`src/rtl/aa_fir_16.sv`:
```
// 16-tap symmetric low-pass FIR with one shared multiplier and a 4:1 decimation strobe.
// Optional build macro FIR_SAT_EN: saturate the rounded output instead of wrapping it.
module aa_fir_16 #(
  parameter int DEC_PHASE = 0
) (
  input  logic        clk,
  input  logic        reset,
  input  logic        samp_en,
  input  logic [17:0] x_in,
  output logic [17:0] y,
  output logic        y_valid,
  output logic        dec_clk_en,
  output logic        overrun
);

  typedef enum logic [1:0] {
    IDLE = 2'd0,
    MAC  = 2'd1,
    DONE = 2'd2
  } state_t;

  localparam logic [1:0] PHASE = 2'(DEC_PHASE % 4);

  state_t             state_r, state_s;
  logic        [2:0]  k_r;
  logic signed [17:0] d_r [16];
  logic signed [39:0] acc_r;
  logic        [1:0]  cnt_r;

  logic        [3:0]  lo_idx_s, hi_idx_s;
  logic signed [18:0] pre_s;
  logic signed [36:0] prod_s;
  logic signed [39:0] acc_next_s;
  logic        [17:0] y_s;

  // Half of the symmetric coefficient set, 1s17
  function automatic logic signed [17:0] coef(input logic [2:0] k);
    case (k)
      3'd0:    coef = -18'sd4096;
      3'd1:    coef = -18'sd6144;
      3'd2:    coef = 18'sd0;
      3'd3:    coef = 18'sd3072;
      3'd4:    coef = 18'sd7168;
      3'd5:    coef = 18'sd12288;
      3'd6:    coef = 18'sd16384;
      3'd7:    coef = 18'sd18432;
      default: coef = 18'sd0;
    endcase
  endfunction

  // Next-state logic
  always_comb begin
    state_s = state_r;
    case (state_r)
      IDLE: begin
        if (samp_en) state_s = MAC;
        else         state_s = IDLE;
      end
      MAC: begin
        if (k_r == 3'd7) state_s = DONE;
        else             state_s = MAC;
      end
      DONE:    state_s = IDLE;
      default: state_s = IDLE;
    endcase
  end

  // Pre-add of the mirrored taps followed by the single shared multiply
  always_comb begin
    lo_idx_s   = {1'b0, k_r};
    hi_idx_s   = 4'd15 - lo_idx_s;
    pre_s      = {d_r[lo_idx_s][17], d_r[lo_idx_s]} + {d_r[hi_idx_s][17], d_r[hi_idx_s]};
    prod_s     = pre_s * coef(k_r);
    acc_next_s = acc_r + {{3{prod_s[36]}}, prod_s};
  end

`ifdef FIR_SAT_EN
  logic signed [22:0] rnd_s;

  // Round half up, then clamp to the 18-bit signed range
  always_comb begin
    rnd_s = acc_r[39:17] + {22'd0, acc_r[16]};
    if (rnd_s > 23'sd131071) begin
      y_s = 18'h1ffff;
    end else if (rnd_s < -23'sd131072) begin
      y_s = 18'h20000;
    end else begin
      y_s = rnd_s[17:0];
    end
  end
`else
  // Round half up; upper bits are discarded (two's-complement wrap)
  always_comb begin
    y_s = acc_r[34:17] + {17'd0, acc_r[16]};
  end
`endif

  // State register
  always_ff @(posedge clk) begin
    if (!reset) begin
      state_r <= IDLE;
    end else begin
      state_r <= state_s;
    end
  end

  // Delay line, accumulator, output register and decimation counter
  always_ff @(posedge clk) begin
    if (!reset) begin
      for (int j = 0; j < 16; j++) d_r[j] <= 18'sd0;
      k_r        <= 3'd0;
      acc_r      <= 40'sd0;
      y          <= 18'd0;
      y_valid    <= 1'b0;
      dec_clk_en <= 1'b0;
      overrun    <= 1'b0;
      cnt_r      <= 2'd0;
    end else begin
      y_valid    <= 1'b0;
      dec_clk_en <= 1'b0;
      case (state_r)
        IDLE: begin
          if (samp_en) begin
            d_r[0] <= x_in;
            for (int j = 1; j < 16; j++) d_r[j] <= d_r[j-1];
            acc_r <= 40'sd0;
            k_r   <= 3'd0;
          end
        end
        MAC: begin
          acc_r <= acc_next_s;
          k_r   <= k_r + 3'd1;
          if (samp_en) overrun <= 1'b1;
        end
        DONE: begin
          y          <= y_s;
          y_valid    <= 1'b1;
          dec_clk_en <= (cnt_r == PHASE);
          cnt_r      <= cnt_r + 2'd1;
          if (samp_en) overrun <= 1'b1;
        end
        default: begin
          k_r <= 3'd0;
        end
      endcase
    end
  end

endmodule

```
`config.mk`:
```
export PLATFORM = sky130hd
export DESIGN_NAME = aa_fir_16
export DESIGN_NICKNAME = d
export VERILOG_FILES = /design/src/rtl/aa_fir_16.sv
export SDC_FILE = /design/constraint.sdc
export NUM_CORES = 1
export LEC_CHECK = 0
export BUFFER_PORTS_ARGS = -buffer_cell sky130_fd_sc_hd__buf_4
export CELL_PAD_IN_SITES_DETAIL_PLACEMENT = 0
export CELL_PAD_IN_SITES_GLOBAL_PLACEMENT = 2
export CORE_MARGIN = 5
export CORE_UTILIZATION = 41
export DETAILED_ROUTE_END_ITERATION = 10
export PLACE_DENSITY_LB_ADDON = 0.1
export SKIP_LAST_GASP = 1
export SLEW_MARGIN = 20
export SYNTH_ARGS = -nofsm -noshare
export SYNTH_HDL_FRONTEND = slang
export SYNTH_SLANG_ARGS = --single-unit
```
`constraint.sdc`:
```
create_clock -name clk -period 9.35 [get_ports clk]
set_clock_uncertainty 0.15 [all_clocks]
set_input_delay 1.4025 -clock clk [delete_from_list [all_inputs] [get_ports clk]]
set_output_delay 1.4025 -clock clk [all_outputs]
set_load 0.05 [all_outputs]
```
* Word level (Yosys, flattened, before mapping)
Memories as Yosys holds them, arrays and structs flattened. A register that Yosys moved wholly into a read port is not among the register bits.
Index checks and enable logic that the tools add are counted.
** Operators by class
- $add $sub $neg :: 6
- Multipliers :: 1
- Equal/unequal tests :: 4
- Mux-type cells :: 33
- Bitwise logic cells :: 17
- Reduce and logical (&&, ||, !) cells :: 8
** Operators by type and width (count)
- two-way mux 18 bit :: 16
- one-hot mux 40 bit (2 select lines) :: 1
- adder 40 bit :: 1
- two-way mux 40 bit :: 1
- multiplier 19 x 18 -> 37 bit :: 1
- adder 18 x 18 -> 19 bit :: 1
- adder 18 x 1 -> 18 bit :: 1
- bitwise OR 1 bit :: 16
- two-way mux 3 bit :: 3
- one-hot mux 3 bit (3 select lines) :: 1
- two-way mux 4 bit :: 2
- AND reduction 2 bit :: 4
- two-way mux 1 bit :: 7
- zero test 2 bit :: 2
- one-hot mux 2 bit (2 select lines) :: 1
- subtractor 4 x 3 -> 4 bit (first input constant) :: 1
- adder 3 x 1 -> 3 bit (second input constant) :: 1
- == test 3 bit (second input constant) :: 1
- adder 2 x 1 -> 2 bit (second input constant) :: 1
- == test 2 x 1 -> 1 bit (second input constant) :: 1
- == test 2 bit (second input constant) :: 1
- two-way mux 2 bit :: 1
- inequality test 2 bit (second input constant) :: 1
- nonzero test 2 bit :: 1
- other kinds (2) :: 2
** Storage, ports and cells
- Flip-flop bits (word level) :: 68
- RAM bits :: 288
- Bits in read-only memories :: 64
- Input port bits :: 21
- Output and inout bits :: 21
- Logic and storage cells :: 79
- Memories kept :: 2
** Memory list
- d_r :: depth 16, bits a word 18, rd ports 17, clocked after Yosys merged registers in 1, write ports 16, line 26 : logic signed [17:0] d_r [16];
- (name not given) :: depth 8, bits a word 8, rd ports 1, clocked after Yosys merged registers in 1, write ports 0, line 38 : case (k)

* Logic depth before layout (Yosys ltp)
Gate-level depths: netlist of the first run.
An unclocked memory read counts as a cell.
- Word-level depth :: 6
- Gate-level depth with buffers :: 43
- Gate-level depth less buffers :: 41

* Worst setup path after synthesis of the first run
No wires, ideal clock.
- Kind :: register to register
- Start point :: reg with a tool-made name
- End point :: reg acc_r[33]
- Library setup time :: 116 ps
- Arrival :: 9769 ps
- Required time :: 9084 ps
- Path slack :: -685 ps
- Stages on the path, launching flop included :: 40
- Path buffers :: 4
- Period minus slack after synthesis :: 10035 ps
- Cells stage by stage :: dfxtp_1 -> clkbuf_1 -> clkbuf_1 -> mux4_2 -> mux2_2 -> ha_1 -> fa_1 -> a21o_1 -> a21oi_1 -> o21bai_1 -> a21oi_2 -> o21ai_2 -> a21oi_1 -> o21bai_1 -> a2111oi_0 -> or2_1 -> buf_4 -> mux2i_1 -> [4 not listed] -> fa_1 -> inv_1 -> ha_1 -> ha_1 -> ha_1 -> and3_1 -> clkbuf_1 -> a221oi_1 -> nor2b_1 -> a211oi_1 -> xnor2_1 -> ha_1 -> nand3_1 -> nor3b_1 -> o22ai_1 -> o21ai_1 -> mux2i_1 -> o21ai_1
** RTL lines
- to (signal assigned) :: line 131 : acc_r <= acc_next_s;
- to (decl) :: line 27 : logic signed [39:0] acc_r;

* Worst setup path after layout of the first run
- Start point :: reg k_r[0]
- End point :: reg acc_r[34]
** On the way
- Longest elaborated chain between the ends :: 6
** RTL lines
- from (decl) :: line 25 : logic [2:0] k_r;
- from (signal assigned) :: line 132 : k_r <= k_r + 3'd1;
- subtractor 4 x 3 -> 4 bit :: line 71 : hi_idx_s = 4'd15 - lo_idx_s;
- memory (16 x 18 bit)
- adder 18 x 18 -> 19 bit :: line 72 : pre_s = {d_r[lo_idx_s][17], d_r[lo_idx_s]} + {d_r[hi_idx_s][17], d_r[hi_idx_s]};
- multiplier 19 x 18 -> 37 bit :: line 73 : prod_s = pre_s * coef(k_r);
- adder 40 bit :: line 74 : acc_next_s = acc_r + {{3{prod_s[36]}}, prod_s};
- one-hot mux 40 bit (2 select lines) :: line 121 : case (state_r)
No other way between the ends.
A chain may end at the register's enable or synchronous reset.

==> impl_metrics.json, run 1 <==
{
  "die_area_mm2": 0.0603,
  "worst_setup_path_end_kind": "flip-flop",
  "synthesis.area_mm2": 0.0228,
  "cts_tree": "yes",
  "synthFlopType": "edfxtp_1",
  "wl_per_cell_um": 17.0,
  "routed_wirelength_um": 47500,
  "cpPeakStageDelay_ps": 550,
  "drt_iter0_drc": 685,
  "ctsHoldBuffers": 0,
  "max-slew-margin-rel": 0.213,
  "hold_viol": 0,
  "placed_cell_area_mm2": 0.0247,
  "cts_buffers": 41,
  "fill_cells": 4950,
  "fin_area_mm2": 0.0271,
  "slowest_stage": "fa_1",
  "startpoint_type": "flip-flop",
  "h-tree-depth": 2,
  "die_y_um": 246,
  "period_share": 0.977,
  "syn_inst": 1868,
  "cap_violations": 0,
  "hp-class": "flip-flop to flip-flop",
  "syn_to_final_growth_pct": 18.9,
  "worstPathArrival_ps": 9460,
  "vias": 13800,
  "grt_use_total": 0.158,
  "status": "complete, no violations",
  "synth_edf_count": 288,
  "tightest_slew_ps": 1180,
  "cts_root_buf": "clkbuf_16",
  "start_util": 0.414,
  "crit_required_ps": 9670,
  "drive_gt1_frac": 0.229,
  "cts.sinks": 350,
  "synth_cell_type_count": 77,
  "final_max_slew_viol_count": 0,
  "layout_common_cells": "377 x and2_1, 288 x edfxtp_1, 180 x inv_1",
  "drc_errors": 0,
  "async_flop_share": 0,
  "place.gp.congestion": 0.758,
  "avgSynthCellArea_um2": 12.2,
  "grt_pass1_vias": 14300,
  "setup_viol": 0,
  "hpwlAfterDp_um": 33200,
  "boundaryPins": 42,
  "grt_pass1_wl_um": 77400,
  "dieWidth_um": 246,
  "gr-total-overflow": 0,
  "hold_slack_ps": 330,
  "ant_nets": 0,
  "rsz0062_at_grt": "yes",
  "numPortBuffers": 41,
  "dr.pass1.iters": 4,
  "core_area_mm2": 0.0550,
  "synthesis.nets": 2142,
  "fin_crit_ps": 9140,
  "final_net_count": 2282,
  "grt_start_max_net_pins": 190,
  "synth_seq_cells": 350,
  "cts.path.max_buffers": 3,
  "final_common_cell": "and2_1",
  "crit_fanout": 4,
  "antenna_found_initial": 0,
  "ys_seq_area_frac": 0.435,
  "num_rows": 86,
  "ys_warn_count": 0,
  "viasPerCell": 4.96,
  "cts.clk_slew.worst_paths_ps": 60,
  "timing.fmax_mhz": 109,
  "clk_latency_ps": 560,
  "diodes": 0,
  "path_class": "flip-flop to flip-flop"
}
-- worst paths after layout --
kind                                           from  cells after the start  slack (ps)                     end
worst max-delay path            k_r[0]$_SDFFE_PN0P_                     40         210  acc_r[34]$_SDFFE_PN0P_
worst min-delay path             y[13]$_SDFFE_PN0P_                      1         330      y[13]$_SDFFE_PN0P_
worst max register to register  k_r[0]$_SDFFE_PN0P_                     40         210  acc_r[34]$_SDFFE_PN0P_
worst min register to register   y[13]$_SDFFE_PN0P_                      1         330      y[13]$_SDFFE_PN0P_
-- layer usage --
metal	global-route usage	wire [µm]	vias up
met1	0.232	23100	6915
met4	0.0331	813	0
met5	0	0	-
li1	-	-	6734
met2	0.251	22200	110
met3	0.0228	1370	54
-- cell type report --
class | instances | area (µm²) | area share
multi-input combinational | 1244 | 12500 | 0.463
sequential | 350 | 9900 | 0.366
timing repair buffer | 185 | 1690 | 0.0623
clock buffer | 54 | 1160 | 0.0428
tap | 748 | 936 | 0.0346
inverter | 186 | 698 | 0.0258
clock inverter | 17 | 163 | 0.00601
-- Yosys cell counts (14+ instances only) --
master / n / area, µm²
a21o_1: 19 / 143
a21oi_1: 40 / 200
a22oi_1: 19 / 143
and2_1: 377 / 2360
clkbuf_1: 75 / 282
dfxtp_1: 62 / 1240
edfxtp_1: 288 / 8650
fa_1: 113 / 2260
ha_1: 140 / 1750
inv_1: 184 / 691
mux2_2: 37 / 417
mux2i_1: 18 / 180
mux4_2: 72 / 1620
nand2_1: 74 / 278
nand3_1: 16 / 80.1
nor2_1: 34 / 128
nor2b_1: 39 / 244
o211a_1: 16 / 160
o21ai_0: 14 / 70.1
xnor2_1: 50 / 438
xor2_1: 20 / 175
-- cells by family (layout without fill, tap and decap cells) --
kind of cell | Yosys count | count (layout) | synth area share
adder cells (fa/ha/maj) | 253 | 253 | 0.176
multiplexers | 131 | 131 | 0.0995
AND/OR/NAND/NOR | 592 | 592 | 0.151
XOR/XNOR | 72 | 72 | 0.0287
AO/OA/AOI/OAI | 196 | 196 | 0.0641
buffers and inverters | 274 | 442 | 0.0460
flip-flops | 350 | 350 | 0.435
-- per-stage QoR --
step	worst slack [ps]	utilization	TNS, ps	cells
after floorplan	31.0	-	0	1868
after global placement	-139	0.448	-146	2687
after detailed placement	-307	0.448	-520	2687
after CTS	-17.5	0.481	-17.5	2771
after global routing	-231	0.492	-354	2784
final	211	0.492	0	2784
-- state kept, by name (all words and copies together) (netlist names), named ones only --
register,cells
k_r,3
state_r,2
cnt_r,2
y_valid,1
overrun,1
dec_clk_en,1
y,18
acc_r,25
d_r,288
-- worst max-delay path: cells and delay by family (launching register included) --
kind	cells	cell delay, ps
adder cells (fa/ha/maj)	10	3560
AO/OA/AOI/OAI	16	2450
multiplexers	2	800
buffers and inverters	6	710
XOR/XNOR	3	580
AND/OR/NAND/NOR	3	410
flip-flops	1	380
-- repair_timing --
action,in CTS,in global routing
resized for setup,41,89
setup endpoints to repair,6,10
pin swaps,18,86
gates cloned,4,0
hold endpoints to repair,0,0
setup buffers,9,13
Power of run 1 is left out: the tool's default activity adds up to more than one toggle a clock period on the data nets, which glitch-free logic cannot reach.
==> run 2: changes to the inputs <==
Settings changed: CORE_UTILIZATION 41 to 45.
Clock period 9.35 ns to 9.5 ns, I/O delays scaled along.
==> impl_metrics.json, run 2 (synthesized netlist as in run 1, its figures left out) <==
{
  "status": "complete, no violations",
  "core_area_mm2": 0.0501,
  "final_common_cell": "and2_1",
  "crit_required_ps": 9840,
  "place.gp.congestion": 0.804,
  "hold_viol": 0,
  "layout_common_cells": "377 x and2_1, 288 x edfxtp_1, 184 x inv_1",
  "grt_pass1_wl_um": 74900,
  "fin_area_mm2": 0.0265,
  "period_share": 0.962,
  "antenna_found_initial": 0,
  "crit_fanout": 5,
  "dieWidth_um": 235,
  "setup_viol": 0,
  "die_y_um": 235,
  "syn_to_final_growth_pct": 16.4,
  "path_class": "flip-flop to flip-flop",
  "drc_errors": 0,
  "die_area_mm2": 0.0552,
  "cts.path.max_buffers": 3,
  "largest_register": "d_r",
  "diodes": 0,
  "cts_root_buf": "clkbuf_16",
  "routed_wirelength_um": 46600,
  "place_inst": 2594,
  "clk_latency_ps": 560,
  "timing.fmax_mhz": 109,
  "hp-class": "flip-flop to flip-flop",
  "tightest_slew_ps": 1030,
  "largest_reg_flops": 288,
  "vias": 13800,
  "grt_use_total": 0.164,
  "cts.sinks": 350,
  "worst_setup_path_end_kind": "flip-flop",
  "start_util": 0.454,
  "fin_crit_ps": 9140,
  "worstPathArrival_ps": 9480,
  "boundaryPins": 42,
  "final_max_slew_viol_count": 0,
  "grt_start_max_net_pins": 188,
  "cts_buffers": 41,
  "placed_cell_area_mm2": 0.0244,
  "dr.pass1.iters": 7,
  "cap_violations": 0,
  "final_net_count": 2268,
  "cpPeakStageDelay_ps": 590,
  "hpwlAfterDp_um": 32700,
  "h-tree-depth": 2,
  "max-slew-margin-rel": 0.316,
  "setup_tns_ps": 0,
  "drt_iter0_drc": 709,
  "ant_nets": 0,
  "grt_pass1_vias": 14000,
  "gr-total-overflow": 0,
  "cts_tree": "yes",
  "drive_gt1_frac": 0.207,
  "slowest_stage": "fa_1",
  "wl_per_cell_um": 17.3,
  "cts.clk_slew.worst_paths_ps": 70,
  "startpoint_type": "flip-flop",
  "fin_cells": 2698,
  "num_rows": 82,
  "numPortBuffers": 41,
  "reg_top3": "d_r x288, acc_r x25, y x18",
  "viasPerCell": 5.10
}
[run 2: cell types whose count changed in the layout (fill, tap and decap cells not counted), sizes merged]
cell      change
bufinv        +1
clkinvlp      -1
clkbuf        +4
bufbuf        -1
buf          -14
inv           -1
clkinv        +2
[run 2: through the flow]
| step | util | worst slack, ps | hold WS, ps |
|---|---|---|---|
| finish | 0.529 | 360 | 331 |
| global route | 0.529 | -35.2 | 343 |
| CTS | 0.514 | -10.9 | 336 |
| detailed placement | 0.487 | -22.5 | 323 |
| global placement | 0.487 | 84.0 | 317 |
| floorplan | - | 2.46 | 333 |
[run 2: metal layers]
layer  vias up  share of wire  track usage  routed length [µm]
li1       6706              -            -                   -
met1      6907           0.48        0.235               22300
met2       107           0.48        0.268               22400
met3        44          0.026       0.0261                1210
met4         0          0.015       0.0354                 682
met5         -              0            0                   0
[run 2: path summary, 6_finish.rpt]
| path | startpoint | end | slack (ps) | cells past startpoint |
|---|---|---|---|---|
| min reg2reg | y[17]$_SDFFE_PN0P_ | y[17]$_SDFFE_PN0P_ | 330 | 1 |
| max | d_r[5][0]$_SDFFCE_PN0P_ | acc_r[34]$_SDFFE_PN0P_ | 360 | 37 |
| min | y[17]$_SDFFE_PN0P_ | y[17]$_SDFFE_PN0P_ | 330 | 1 |
| max reg2reg | d_r[5][0]$_SDFFCE_PN0P_ | acc_r[34]$_SDFFE_PN0P_ | 360 | 37 |
[run 2: worst max-delay path: cells and delay by family, from the launching register on]
family | cells | cell delay [ps]
adder cells (fa/ha/maj) | 10 | 3840
AO/OA/AOI/OAI | 13 | 2060
AND/OR/NAND/NOR | 5 | 820
multiplexers | 2 | 760
XOR/XNOR | 3 | 590
flip-flops | 1 | 420
buffers and inverters | 4 | 400
[run 2: layout make-up]
| class | instances | area (µm²) |
|---|---|---|
| clock buffer | 57 | 1150 |
| fill | 4467 | 23600 |
| timing repair buffer | 171 | 1440 |
| tap | 672 | 841 |
| sequential | 350 | 9900 |
| clock inverter | 18 | 186 |
| multi-input combinational | 1244 | 12300 |
| inverter | 186 | 698 |
[run 2: repair_timing]
item | 4_1_cts | 5_1_grt
endpoints found under the setup margin | 2 | 10
cloned | 0 | 1
endpoints found under the hold margin | 0 | 0
setup buffers | 2 | 27
pin swaps | 1 | 41
hold buffers | 0 | 0
resized for setup | 2 | 89
Power of run 2 is left out for the same reason.
